## src/rtl/uart_wb_arb.sv

```systemverilog
// Round-robin arbiter sharing one Wishbone master port between two requesters.
// Each grant covers a single transaction. A slave that never answers is cut off by a bus timeout.
module uart_wb_arb #(
   parameter int unsigned AW       = 32,
   parameter int unsigned DW       = 32,
   parameter int unsigned BEW      = 4,
   parameter int unsigned TOUT_CYC = 1024,
   parameter int unsigned CW       = 11
) (
   input  logic           app_clk,
   input  logic           arst,
   input  logic           m0_stb_i,
   input  logic [AW-1:0]  m0_adr_i,
   input  logic           m0_we_i,
   input  logic [DW-1:0]  m0_dat_i,
   input  logic [BEW-1:0] m0_sel_i,
   output logic [DW-1:0]  m0_dat_o,
   output logic           m0_ack_o,
   output logic           m0_err_o,
   input  logic           m1_stb_i,
   input  logic [AW-1:0]  m1_adr_i,
   input  logic           m1_we_i,
   input  logic [DW-1:0]  m1_dat_i,
   input  logic [BEW-1:0] m1_sel_i,
   output logic [DW-1:0]  m1_dat_o,
   output logic           m1_ack_o,
   output logic           m1_err_o,
   output logic           s_cyc_o,
   output logic           s_stb_o,
   output logic [AW-1:0]  s_adr_o,
   output logic           s_we_o,
   output logic [DW-1:0]  s_dat_o,
   output logic [BEW-1:0] s_sel_o,
   input  logic [DW-1:0]  s_dat_i,
   input  logic           s_ack_i,
   input  logic           s_err_i,
   input  logic           tout_clr,
   output logic           busy,
   output logic           cur_gnt,
   output logic           tout_err
);

   typedef enum logic [1:0] {
      ST_IDLE = 2'd0,
      ST_BUSY = 2'd1,
      ST_DONE = 2'd2
   } state_e;

   localparam logic          TOUT_EN   = (TOUT_CYC != 32'd0);
   localparam logic [CW-1:0] TOUT_LAST = CW'(TOUT_CYC - 32'd1);

   state_e        state_q, state_d;
   logic          gnt_q, gnt_d;
   logic          last_gnt_q, last_gnt_d;
   logic [CW-1:0] tout_cnt_q, tout_cnt_d;
   logic          tout_err_q, tout_err_d;

   logic          gnt_stb;
   logic          tout_hit;
   logic          stb_out;
   logic          resp_ack;
   logic          resp_err;

   always_ff @(posedge app_clk or posedge arst) begin
      if (arst) begin
         state_q    <= ST_IDLE;
         gnt_q      <= 1'b0;
         last_gnt_q <= 1'b1;
         tout_cnt_q <= '0;
         tout_err_q <= 1'b0;
      end else begin
         state_q    <= state_d;
         gnt_q      <= gnt_d;
         last_gnt_q <= last_gnt_d;
         tout_cnt_q <= tout_cnt_d;
         tout_err_q <= tout_err_d;
      end
   end

   // Payload follows the registered grant only, never the live strobes.
   assign gnt_stb  = gnt_q ? m1_stb_i : m0_stb_i;
   assign tout_hit = TOUT_EN && (state_q == ST_BUSY) && gnt_stb &&
                     (tout_cnt_q == TOUT_LAST) && !s_ack_i && !s_err_i;

   always_comb begin
      state_d    = state_q;
      gnt_d      = gnt_q;
      last_gnt_d = last_gnt_q;
      tout_cnt_d = tout_cnt_q;
      tout_err_d = tout_err_q;
      stb_out    = 1'b0;
      resp_ack   = 1'b0;
      resp_err   = 1'b0;
      if (tout_clr) begin
         tout_err_d = 1'b0;
      end
      unique case (state_q)
         ST_IDLE: begin
            if (m0_stb_i || m1_stb_i) begin
               state_d    = ST_BUSY;
               tout_cnt_d = '0;
               gnt_d      = (m0_stb_i && m1_stb_i) ? ~last_gnt_q : m1_stb_i;
            end
         end
         ST_BUSY: begin
            stb_out = gnt_stb && !tout_hit;
            if (s_ack_i || s_err_i) begin
               resp_err   = s_err_i;
               resp_ack   = !s_err_i;
               last_gnt_d = gnt_q;
               state_d    = ST_DONE;
            end else if (!gnt_stb) begin
               last_gnt_d = gnt_q;
               state_d    = ST_DONE;
            end else if (tout_hit) begin
               resp_err   = 1'b1;
               tout_err_d = 1'b1;
               last_gnt_d = gnt_q;
               state_d    = ST_DONE;
            end else if (tout_cnt_q != {CW{1'b1}}) begin
               tout_cnt_d = tout_cnt_q + CW'(1);
            end
         end
         ST_DONE: begin
            state_d = ST_IDLE;
         end
         default: begin
            state_d = ST_IDLE;
         end
      endcase
   end

   assign s_stb_o  = stb_out;
   assign s_cyc_o  = stb_out;
   assign s_adr_o  = gnt_q ? m1_adr_i : m0_adr_i;
   assign s_we_o   = gnt_q ? m1_we_i  : m0_we_i;
   assign s_dat_o  = gnt_q ? m1_dat_i : m0_dat_i;
   assign s_sel_o  = gnt_q ? m1_sel_i : m0_sel_i;

   assign m0_dat_o = s_dat_i;
   assign m1_dat_o = s_dat_i;
   assign m0_ack_o = resp_ack && !gnt_q;
   assign m1_ack_o = resp_ack &&  gnt_q;
   assign m0_err_o = resp_err && !gnt_q;
   assign m1_err_o = resp_err &&  gnt_q;

   assign busy     = (state_q != ST_IDLE);
   assign cur_gnt  = gnt_q;
   assign tout_err = tout_err_q;

endmodule

```

## config.mk

```make
export PLATFORM = sky130hd
export DESIGN_NAME = uart_wb_arb
export DESIGN_NICKNAME = d
export VERILOG_FILES = /design/src/rtl/uart_wb_arb.sv
export SDC_FILE = /design/constraint.sdc
export NUM_CORES = 1
export LEC_CHECK = 0
export CORE_AREA = 4 4 121 123
export DETAILED_ROUTE_END_ITERATION = 10
export DIE_AREA = 0 0 125 127
export DONT_BUFFER_PORTS = 1
export PLACE_DENSITY = 0.3
export SYNTH_ARGS = -nofsm -noshare
export SYNTH_HDL_FRONTEND = slang
export SYNTH_SLANG_ARGS = --single-unit
```

## constraint.sdc

```tcl
create_clock -name app_clk -period 2.9 [get_ports app_clk]
set_clock_uncertainty 0.15 [all_clocks]
set_input_delay 0.725 -clock app_clk [delete_from_list [all_inputs] [get_ports app_clk]]
set_output_delay 0.725 -clock app_clk [all_outputs]
set_load 0.01 [all_outputs]
```

==> impl_metrics.toml <==
[synth]
synth_top_family_by_area = "multiplexers"
syn_avg_cell_area_sq_um = 9.293
synthFlopType = "dfrtp_1"
syn_nets = 412
syn_inst = 234
ys_ff_latch = 16
synth-seq-area-share = 0.1847
synth_simple_gate_area_frac = 0.1064
synth-xor-area-share = 0
synth_edf_count = 0
yosys-top-cells-area = "mux2_2 37%, buf_4 22%, dfrtp_1 17%"
yosys.area_share.adder = 0.005754
synth_compound_area_frac = 0.07422
synthMuxAreaShare = 0.3723
async_reset_ff_frac = 1.000
syn_area_sq_mm = 0.002175
yosysWarningCount = 0
synth_cell_types = 35
yosysTopAreaCell = "mux2_2"
synth.top_cell.area_share = 0.3677

[final_layout]
layout.cells.non_filler = 350
drive_gt1_frac = 0.4911
fin_nets = 348
syn2layout_area_growth_pct = -7.537
final_common_cell = "mux2_2"
final_util = 0.1471
mostFrequentLayoutCells = "71 x mux2_2, 14 x dfrtp_1, 7 x inv_1, 7 x a21oi_1, 6 x o31ai_1"

[drt]
via_per_inst = 4.394
drt-pass1-iter-count = 4
drtAntennaViolNets = 0
routedWlPerCell_microns = 25.60
wl_mm = 8.959
vias = 1538
drt_iter0_drc = 56
drc = 0

[floorplan]
num_io_pins = 319
coreArea_sq_mm = 0.01367
fp.dieArea_sq_mm = 0.01588
floorplan.rows = 43
start_util = 0.1591
die_y_microns = 127
die_x_microns = 125

[worst_setup_path]
crit_type = "register to output pin"
cp_slowest_cell = "dfrtp_1"
crit_fanout = 5
max_stage_delay_ns = 0.39
cp_cell_sequence = "ha_1, nand4_1, nor4_1, buf_4, nand2_1, and3_1"
startpoint_type = "register"
timing.rr.start = "cur_gnt"
cp_num_buf_inv = 1
critPathArrivalTime_ns = 1.74
crit_start = "tout_cnt_q[0]"
cp_top_family = "simple AND/OR/NAND/NOR gates"
critPathRequiredTime_ns = 2.03
critPathCaptureType = "output pin"

[placement]
dpl.hpwl_mm = 7.952
port-buffer-count = 0
gp_congestion = 0.8628
dp_cells = 345

[cts]
clk_latency_ns = 0.24
clk_pin_slew_ns = 0.05
cts-resized-gates = 0
cts_root_buf = "clkbuf_16"
cts_tree = "done"
cts_hold_buf = 0
clock_path_buffers = 2
cts_inserted_buffers = 3
post_cts_buffers = 0
cts_sinks = 16
h-tree-depth = 1

[timing]
worstMarginPinSlew_ns = 0.6864
hold_viol = 0
max_freq_ghz = 0.3820
drv_slew = 0
rsz0062_at_grt = "no"
fin_crit_ns = 2.618
setup_tns_ns = 0
finalCritPeriodShare = 0.9027
slew_headroom = 0.5419
setup_viol = 0

[power_and_ir_drop]
p_leak_uw = 0.0006946
clkPwrFrac = 0.154
seq_power_share = 0.169
swShare = 0.4616
intPower_uw = 950.0
pwr-share-comb = 0.677
ir_drop_mv = 0.2646
p_total_uw = 1765
power_switching_uw = 814.6
power_per_cell_area_mw_per_mm2 = 877.6

[worst_hold_path]
worstHoldPathType = "input pin to async pin"

[grt]
gr-usage-all-layers = 0.1028
grt_overflow = 0
grt_pass1_vias = 1584
grt_pass1_wl_mm = 12.03
antenna_found_initial = 7
grt_max_degree = 77

[status]
run_status = "complete, no violations"

[run]
max-cap-violations = 0
==> per-stage QoR <==
step / cell area [sq um] / hold slack, ns / setup WS, ns
after detailed placement: 1929 / 0.3414 / 0.3295
after global placement: 1929 / 0.3382 / 0.3465
after global routing: 2011 / 0.3725 / 0.09865
final: 2011 / 0.3229 / 0.2823
after CTS: 2008 / 0.3537 / 0.2804
after floorplan: 2175 / 0.3039 / 0.4180
==> routing by layer <==
| layer | wire [microns] | part of all wire | track usage |
|---|---|---|---|
| met1 | 3050 | 0.34 | 0.1105 |
| met2 | 4337 | 0.48 | 0.1626 |
| met3 | 1302 | 0.15 | 0.07065 |
| met4 | 174 | 0.019 | 0.03316 |
| met5 | 93 | 0.010 | 0 |
==> cells by family (layout without fill, tap and decap cells) <==
| group | count (synthesis) | count (layout) |
|---|---|---|
| buf+inv | 82 | 17 |
| mux | 72 | 72 |
| simple gates | 38 | 38 |
| compound gates | 25 | 25 |
| flops | 16 | 16 |
| fa+ha+maj | 1 | 1 |
| other cells | 0 | 1 |
==> power by group through the flow <==
stage	clock network, uW	logic (uW)	registers [uW]
finish	272	1190	299
CTS	281	1220	300
detailed placement	0	1220	304
global route	293	1280	305
floorplan	0	1030	296
global placement	0	1220	304
==> final timing paths <==
check | slack, ns | endpoint | cells past startpoint
max | 0.28 | s_stb_o | 6
min | 0.32 | tout_cnt_q[2] | 1
max reg2reg | 0.85 | tout_cnt_q[5] | 4
min reg2reg | 0.35 | tout_cnt_q[10] | 1
max in group asynchronous | 1.77 | cur_gnt | 1
min in group app_clk | 0.35 | tout_cnt_q[10] | 1
==> sequential cells by signal (all words and copies together) (netlist names) <==
name	cells
tout_cnt_q	11
cur_gnt	1
tout_err	1
last_gnt_q	1
state_q	2
==> final cells by class <==
class / count / area, sq um
multi-input combinational: 136 / 1215
tap: 180 / 225.2
clock buffer: 4 / 78.83
fill: 1510 / 11650
timing repair buffer: 6 / 57.56
sequential: 16 / 405.4
inverter: 7 / 26.28
antenna: 1 / 2.502
==> synth_stat cells, types with 2 or more instances <==
| library cell | instances |
|---|---|
| nor2_1 | 5 |
| nand3_1 | 4 |
| a21oi_1 | 7 |
| or3_1 | 2 |
| dfrtp_1 | 15 |
| o41ai_1 | 2 |
| buf_4 | 65 |
| inv_1 | 7 |
| and4_1 | 2 |
| o311ai_0 | 2 |
| buf_1 | 3 |
| o31ai_1 | 6 |
| nand2_1 | 4 |
| o21ai_0 | 5 |
| clkbuf_1 | 2 |
| mux2_2 | 71 |
| and3_1 | 4 |
| nand4_1 | 4 |
| or4_1 | 4 |
| buf_2 | 5 |
Power figures use the tool's default switching activity.
